[src/rtl/sched_warp_stall_tracker_pkg.sv]
// Shared types for the scheduler warp stall tracker: per-warp lifecycle
// states and the decode next-state encodings.
package sched_warp_stall_tracker_pkg;

   typedef enum logic [1:0] {
      READY = 2'd0,
      FETCH = 2'd1,
      BLOCK = 2'd2,
      HALT  = 2'd3
   } warp_state_t;

   localparam logic [1:0] DEC_NS_HALT = 2'b11;
   localparam logic [1:0] DEC_NS_CONT = 2'b00;

   // Encodings 01/10 are reserved; they are flagged but behave like continue.
   function automatic logic dec_ns_reserved(input logic [1:0] ns);
      return (ns != DEC_NS_HALT) && (ns != DEC_NS_CONT);
   endfunction

endpackage

[src/rtl/sched_warp_state_cell.sv]
// Lifecycle state and last-decoded RVC bit for a single warp, driven by
// pre-decoded hit strobes; err flags any event illegal for the current state.
module sched_warp_state_cell
   import sched_warp_stall_tracker_pkg::*;
#(
   parameter bit IS_BOOT_WARP = 1'b0
) (
   input  logic        clk,
   input  logic        reset,
   input  logic        issue_hit,
   input  logic        dec_hit,
   input  logic        resolve_hit,
   input  logic        start_hit,
   input  logic [1:0]  dec_next_state,
   input  logic        dec_unlock,
   input  logic        dec_stall,
   input  logic        dec_rvc,
   output warp_state_t state,
   output logic        rvc,
   output logic        err
);

   warp_state_t state_d, state_q;
   logic        rvc_d, rvc_q;

   always_comb begin
      state_d = state_q;
      rvc_d   = rvc_q;
      case (state_q)
         READY: if (issue_hit) state_d = FETCH;
         FETCH: begin
            if (dec_hit) begin
               rvc_d = dec_rvc;
               if (dec_next_state == DEC_NS_HALT) state_d = HALT;
               else if (dec_unlock && !dec_stall) state_d = READY;
               else state_d = BLOCK;
            end
         end
         BLOCK: if (resolve_hit) state_d = READY;
         HALT:  if (start_hit) state_d = READY;
         default: state_d = state_q;
      endcase
   end

   // Starting an already-running warp is harmless and deliberately not an error.
   always_comb begin
      err = (issue_hit   && (state_q != READY)) ||
            (dec_hit     && (state_q != FETCH)) ||
            (resolve_hit && (state_q != BLOCK)) ||
            (dec_hit     && (dec_ns_reserved(dec_next_state) || (dec_unlock && dec_stall)));
   end

   always_ff @(posedge clk) begin
      if (reset) begin
         state_q <= IS_BOOT_WARP ? READY : HALT;
         rvc_q   <= 1'b0;
      end else begin
         state_q <= state_d;
         rvc_q   <= rvc_d;
      end
   end

   assign state = state_q;
   assign rvc   = rvc_q;

endmodule

[src/rtl/sched_warp_stall_tracker.sv]
// Scheduler-side consumer of decode feedback: tracks per-warp lifecycle,
// exposes ready/stalled masks, per-warp RVC bits and a starve-cycle counter.
module sched_warp_stall_tracker
   import sched_warp_stall_tracker_pkg::*;
#(
   parameter int NUM_WARPS     = 4,
   parameter int NW_WIDTH      = (NUM_WARPS > 1) ? $clog2(NUM_WARPS) : 1,
   parameter int PERF_CTR_BITS = 44
) (
   input  logic                     clk,
   input  logic                     reset,
   input  logic                     issue_valid,
   input  logic [NW_WIDTH-1:0]      issue_wid,
   input  logic                     dec_valid,
   input  logic                     dec_unlock,
   input  logic [NW_WIDTH-1:0]      dec_wid,
   input  logic                     dec_rvc,
   input  logic                     dec_stall,
   input  logic [1:0]               dec_next_state,
   input  logic                     resolve_valid,
   input  logic [NW_WIDTH-1:0]      resolve_wid,
   input  logic                     start_valid,
   input  logic [NUM_WARPS-1:0]     start_mask,
   output logic [NUM_WARPS-1:0]     ready_warps,
   output logic [NUM_WARPS-1:0]     stalled_warps,
   output logic [NUM_WARPS-1:0]     rvc_mask,
   output logic [PERF_CTR_BITS-1:0] starve_cycles,
   output logic                     protocol_err
);

   logic [NUM_WARPS-1:0] issue_hit, dec_hit, resolve_hit, start_hit;
   logic [NUM_WARPS-1:0] cell_err, halted;
   warp_state_t          cell_state [NUM_WARPS];

   always_comb begin
      for (int w = 0; w < NUM_WARPS; w++) begin
         issue_hit[w]   = issue_valid   && (issue_wid   == NW_WIDTH'(w));
         dec_hit[w]     = dec_valid     && (dec_wid     == NW_WIDTH'(w));
         resolve_hit[w] = resolve_valid && (resolve_wid == NW_WIDTH'(w));
         start_hit[w]   = start_valid   && start_mask[w];
      end
   end

   for (genvar w = 0; w < NUM_WARPS; w++) begin : g_cell
      sched_warp_state_cell #(
         .IS_BOOT_WARP (w == 0)
      ) u_cell (
         .clk            (clk),
         .reset          (reset),
         .issue_hit      (issue_hit[w]),
         .dec_hit        (dec_hit[w]),
         .resolve_hit    (resolve_hit[w]),
         .start_hit      (start_hit[w]),
         .dec_next_state (dec_next_state),
         .dec_unlock     (dec_unlock),
         .dec_stall      (dec_stall),
         .dec_rvc        (dec_rvc),
         .state          (cell_state[w]),
         .rvc            (rvc_mask[w]),
         .err            (cell_err[w])
      );
   end

   always_comb begin
      for (int w = 0; w < NUM_WARPS; w++) begin
         ready_warps[w]   = (cell_state[w] == READY);
         stalled_warps[w] = (cell_state[w] == FETCH) || (cell_state[w] == BLOCK);
         halted[w]        = (cell_state[w] == HALT);
      end
   end

   logic                     protocol_err_d, protocol_err_q;
   logic [PERF_CTR_BITS-1:0] starve_d, starve_q;

   // Starved means someone could run but nobody is selectable; the counter sticks at all-ones.
   always_comb begin
      protocol_err_d = |cell_err;
      starve_d       = starve_q;
      if ((|(~halted)) && !(|ready_warps) && (starve_q != '1))
         starve_d = starve_q + 1'b1;
   end

   always_ff @(posedge clk) begin
      if (reset) begin
         protocol_err_q <= 1'b0;
         starve_q       <= '0;
      end else begin
         protocol_err_q <= protocol_err_d;
         starve_q       <= starve_d;
      end
   end

   assign protocol_err  = protocol_err_q;
   assign starve_cycles = starve_q;

endmodule
[config.mk]
export PLATFORM = sky130hd
export DESIGN_NAME = sched_warp_stall_tracker
export DESIGN_NICKNAME = d
export VERILOG_FILES = /design/src/rtl/sched_warp_stall_tracker_pkg.sv /design/src/rtl/sched_warp_state_cell.sv /design/src/rtl/sched_warp_stall_tracker.sv
export SDC_FILE = /design/constraint.sdc
export NUM_CORES = 1
export LEC_CHECK = 0
export BUFFER_PORTS_ARGS = -buffer_cell sky130_fd_sc_hd__buf_2
export CAP_MARGIN = 20
export CORE_UTILIZATION = 40
export DETAILED_ROUTE_END_ITERATION = 8
export PLACE_DENSITY = 0.66
export SKIP_LAST_GASP = 1
export SLEW_MARGIN = 40
export SYNTH_ARGS = -nofsm -noshare
export SYNTH_HDL_FRONTEND = slang
export SYNTH_SLANG_ARGS = --single-unit
export TNS_END_PERCENT = 50
[constraint.sdc]
create_clock -name clk -period 6.35 [get_ports clk]
set_input_delay 0.635 -clock clk [delete_from_list [all_inputs] [get_ports clk]]
set_output_delay 0.635 -clock clk [all_outputs]
set_load 0.01 [all_outputs]
Word level (Yosys, flattened, before mapping)
Cells that the tools add are included.
{ "op_classes": {"add_sub_neg": 1, "eq_ne": 48, "n_mux": 22, "n_bitwise": 1, "n_reduce_logical": 79} }
{ "ops": {"columns": ["operator", "n"], "rows": [
  ["adder 44 x 1 -> 44 bit (second input constant)", 1],
  ["inequality test 44 bit (second input constant)", 1],
  ["inequality test 2 x 1 -> 1 bit (second input constant)", 20],
  ["logical AND 1 bit", 37],
  ["2-to-1 mux 2 bit", 18],
  ["one-hot mux 2 bit (4 select lines)", 4],
  ["equality test 2 bit (second input constant)", 15],
  ["logical OR 1 bit", 17],
  ["AND reduction 4 bit", 4],
  ["equality test 2 x 1 -> 1 bit (second input constant)", 7],
  ["zero test 2 bit", 7],
  ["OR reduction 4 bit", 3],
  ["inequality test 2 bit (second input constant)", 5],
  ["nonzero test 2 bit", 5],
  ["AND reduction 2 bit", 4],
  ["inverter 4 bit", 1],
  ["zero test 1 bit", 2]
]} }
{ "totals": {"register_bits": 57, "in_bits": 21, "wordCells": 161} }

Logic depth before layout (Yosys ltp)
{ "depth": {"ltp_word": 7, "mapped_depth": 9, "ltp_nobuf": 7} }

Hierarchy
From an unflattened synthesis, not the netlist that was laid out.
{ "hier_totals": {"hier_cells": 431, "area_unflattened_um2": 3540.9} }
{ "modules_own_cells": {"columns": ["mod", "n_inst", "cells_per_inst", "area_each_um2", "seq_area_each_um2"], "rows": [
  ["sched_warp_stall_tracker", 1, 342, 2760.1, 900.9],
  ["sched_warp_state_cell at g_cell[1].u_cell ...", 3, 22, 191.4, 60.1],
  ["sched_warp_state_cell at g_cell[0].u_cell", 1, 23, 206.4, 60.1]
]} }

Least setup slack after synthesis
No wires, ideal clock.
{ "synth_path": {"path_type": "register to register", "startpoint": "register g_cell[1].u_cell.state_q[0]", "endpoint": "register starve_q[40] (netlist: starve_cycles[40])", "setup_time_ns": 0.123, "t_arrival_ns": 2.454, "required_ns": 6.227, "setup_slack_ns": 3.772, "path_stages_with_launch": 8, "n_path_buf": 0, "synth_period_minus_slack_ns": 2.578, "path_cell_list": "dfxtp_1 inv_1 ha_1 or4_1 nand4b_4 or4_4 nor4_2 mux2_1"} }
{ "synth_via": {"elab_chain_len": 5, "elab_cells_between_ends": 8, "classes_between": "eq/ne: 1; bitwise: 1; reduce/logical: 6"} }
{ "synth_rtl": {"columns": ["item", "line", "text"], "rows": [
  ["from (decl)", "sched_warp_state_cell.sv:23", "warp_state_t state_d, state_q;"],
  ["from (signal assigned)", "sched_warp_state_cell.sv:55", "state_q <= IS_BOOT_WARP ? READY : HALT;"],
  ["from (signal assigned)", "sched_warp_state_cell.sv:58", "state_q <= state_d;"],
  ["zero test 2 bit", "sched_warp_stall_tracker.sv:66", "ready_warps[w] = (cell_state[w] == READY);"],
  ["net ready_warps[1]", "sched_warp_stall_tracker.sv:24", "output logic [NUM_WARPS-1:0] ready_warps,"],
  ["OR reduction 4 bit", "sched_warp_stall_tracker.sv:79", "if ((|(~halted)) && !(|ready_warps) && (starve_q != '1))"],
  ["zero test 1 bit", "sched_warp_stall_tracker.sv:79", null],
  ["logical AND 1 bit (2 in a row)", "sched_warp_stall_tracker.sv:79", null],
  ["to (signal assigned)", "sched_warp_stall_tracker.sv:89", "starve_q <= starve_d;"],
  ["to (decl)", "sched_warp_stall_tracker.sv:73", "logic [PERF_CTR_BITS-1:0] starve_d, starve_q;"]
]} }
The timed path passes the listed nets, and every way through them passes these cells.
A chain may end at the register's enable or synchronous reset.

Worst setup path in the final report
{ "layout_path": {"startpoint": "register g_cell[1].u_cell.state_q[0]", "endpoint": "register starve_q[33] (netlist: starve_cycles[33])"} }
{ "layout_via": {"elab_chain_len": 5, "elab_cells_between_ends": 8, "classes_between": "eq/ne: 1; bitwise: 1; reduce/logical: 6"} }
{ "layout_rtl": {"columns": ["item", "line"], "rows": [
  ["equality test 2 bit / zero test 2 bit (equally long branches)", "sched_warp_stall_tracker.sv:68, sched_warp_stall_tracker.sv:66"],
  ["inverter 4 bit / OR reduction 4 bit (equally long branches)", "sched_warp_stall_tracker.sv:79"],
  ["OR reduction 4 bit / zero test 1 bit (equally long branches)", "sched_warp_stall_tracker.sv:79"],
  ["logical AND 1 bit * (2 in a row)", "sched_warp_stall_tracker.sv:79"]
]} }
Mark *: on every way between the ends. The rest lies on a longest branch, timed or not.

==> results.py <==
metrics = {
    "place": {
        "place_inst": 569,
        "gp_congestion": 0.8719,
        "dp_hpwl_um": 6218,
        "portBuffers": 77,
        "place_area_um2": 3867,
    },
    "setup_path": {
        "path_buf_inv": 1,
        "critPathKind": "reg -> reg",
        "crit_chain": "inv_1 > ha_1 > or4_1 > and2b_1 > nand3_1 > nor4b_1 > mux2_2",
        "critPathMaxFanout": 19,
        "r2r-start": "g_cell[1].u_cell.state[0]",
        "cp-end-kind": "flip-flop",
        "critical-path-slowest-cell": "or4_1",
        "arrival_ns": 3.33,
        "required_ns": 6.58,
        "start_kind": "flip-flop",
        "critPathMaxStageDelay_ns": 0.58,
        "path_delay_family": "simple AND/OR/NAND/NOR gates",
        "cp-startpoint": "g_cell[1].u_cell.state[0]",
    },
    "cells_and_area": {
        "final_cell_count_no_fill": 583,
        "area_delta_synth_final_pct": 18.56,
        "final_nets": 514,
        "drive_above_1_share": 0.2490,
        "layout_commonest_cell": "buf_2",
        "fin_util": 0.4945,
        "fin_area_um2": 4084,
        "num_antenna_cells": 0,
        "fill_cells": 841,
        "final_cell_mix": "77 x buf_2, 57 x dfxtp_1, 34 x a21oi_1",
    },
    "outcome": {
        "outcome": "completed",
    },
    "sta": {
        "period_minus_slack_ns": 3.101,
        "setup_viol": 0,
        "finalCritPeriodShare": 0.4884,
        "report.final.slew_viol_count": 0,
        "finalClockSkew_ns": 0.009804,
        "fmax_mhz": 322.5,
        "relSlewSlack": 0.5183,
        "finalSetupTns_ns": 0,
        "tightest_slew_ns": 0.7225,
        "rsz0062_at_grt": "false",
        "finalHoldViolations": 0,
    },
    "clock_network": {
        "cts_resized": 0,
        "clkSinkCount": 57,
        "clk_pin_slew_ns": 0.06,
        "numCtsBuffers": 9,
        "cts_root_buf": "clkbuf_8",
        "clock_latency_ns": 0.34,
        "htreeDepth": 3,
        "post-cts-setup-buffers": 0,
        "cts_hold_buf": 0,
        "tritoncts": "built",
        "clockBufferDepth": 2,
    },
    "logic_synthesis": {
        "yosys_warnings": 0,
        "ys_ff_latch": 57,
        "avgSynthCellArea_um2": 8.463,
        "synthArstFlopShare": 0,
        "synthTopCellsByArea": "dfxtp_1 33%, ha_1 6.5%, a21oi_1 4.9%",
        "ys.flop_type": "dfxtp_1",
        "syn-cell-area_um2": 3445,
        "syn_inst": 407,
        "synth_edf_count": 0,
        "yosysUniqueCellTypes": 50,
        "synth_fp_nets": 446,
        "synth_top_area_frac": 0.3313,
        "yosysTopAreaCell": "dfxtp_1",
        "synth-seq-area-share": 0.3313,
    },
    "hold_path": {
        "worstHoldStart": "g_cell[2].u_cell.rvc",
        "hold_path_class": "reg -> reg",
    },
    "die": {
        "die_x_um": 94.80,
        "io_pins": 78,
        "initial_core_util": 0.4171,
        "num_rows": 33,
        "core_um2": 8258,
        "fp.dieH_um": 94.80,
        "dieArea_um2": 8986,
    },
    "power_and_ir_drop": {
        "max-vdd-ir-drop_uv": 173.4,
        "p_per_area_nw_per_um2": 272.5,
        "leakagePower_nw": 1.683,
        "total_power_mw": 1.113,
    },
    "global_routing": {
        "overflow": 0,
        "grt_max_degree": 71,
        "antenna_found_initial": 0,
        "first_global_vias": 2972,
        "grt_pass1_wl_um": 14060,
        "grt_usage": 0.1968,
    },
    "routing": {
        "wl_per_cell_um": 14.56,
        "final_antenna_net_count": 0,
        "drtIter0Drc": 147,
        "num_vias": 3355,
        "finalWirelength_um": 8488,
        "avgViaCountPerCell": 5.755,
        "drt_first_pass_iters": 6,
        "drc": 0,
    },
    "flow_run": {
        "cap_violations": 0,
    },
}
## layout make-up
class,count,area [um^2],area share
inverter,17,63.81,0.01562
tap,105,131.4,0.03217
clock buffer,11,151.4,0.03707
clock inverter,3,65.06,0.01593
multi-input combinational,310,2123,0.5199
sequential,57,1141,0.2794
timing repair buffer,80,407.9,0.09988
## cells in the mapped netlist (all sizes together), types with 11 or more instances
| library cell | number |
|---|---|
| o21ai | 20 |
| nand3 | 19 |
| nor2 | 29 |
| nor4 | 13 |
| ha | 18 |
| or4 | 20 |
| clkbuf | 12 |
| a21oi | 34 |
| or3 | 14 |
| dfxtp | 57 |
| inv | 17 |
| buf | 11 |
| nor2b | 14 |
| o31ai | 15 |
| nand4 | 14 |
| mux2 | 13 |
| nand2 | 32 |
## per-layer routing
metal	routed length, um	global-route usage	vias to the layer above	share of wire
met3	562	0.06441	11	0.066
met4	97	0.05303	0	0.011
met2	3984	0.3213	105	0.47
met1	3843	0.2475	1583	0.45
met5	0	0	-	0
li1	-	-	1656	-
## logic make-up (layout without fill, tap and decap cells)
logic type               Yosys count  in the layout  share of synthesized area
AND/OR/NAND/NOR                  186            186                     0.3164
AO/OA/AOI/OAI                     84             84                     0.1529
buffers and inverters             40            111                    0.05485
multiplexers                      21             21                    0.07664
XOR/XNOR                           1              1                   0.002543
adder cells (fa/ha/maj)           18             18                    0.06538
flip-flops                        57             57                     0.3313
## per-stage QoR
stage | setup slack [ns] | hold WS [ns]
CTS | 3.262 | 0.5078
floorplan | 3.772 | 0.4617
global placement | 3.397 | 0.4834
global route | 3.022 | 0.5364
finish | 3.249 | 0.4967
detailed placement | 3.272 | 0.4902
## flip-flops by register name (all words and copies together) (netlist names)
signal and count:
starve_cycles 44, protocol_err 1, g_cell.u_cell.state 8, g_cell.u_cell.rvc 4
## worst register-to-register path: stages (launching register included)
cell     delay, ns
dfxtp_1       0.39
inv_1         0.09
ha_1          0.27
or4_1         0.58
and2b_1       0.26
nand3_1       0.50
nor4b_1       0.54
mux2_2        0.38
## report_power, final
group          switching, mW  total [mW]  internal, mW
combinational          0.188       0.327         0.139
clock                  0.139       0.376         0.237
sequential            0.0260       0.410         0.384
total                  0.353        1.11         0.760
## worst paths after layout
check	to	slack (ns)	cells past startpoint
max	starve_cycles[33]	3.25	7
min	g_cell[2].u_cell.rvc	0.50	2
max reg2reg	starve_cycles[33]	3.25	7
min reg2reg	g_cell[2].u_cell.rvc	0.50	2
(Power assumes the default switching activity.)
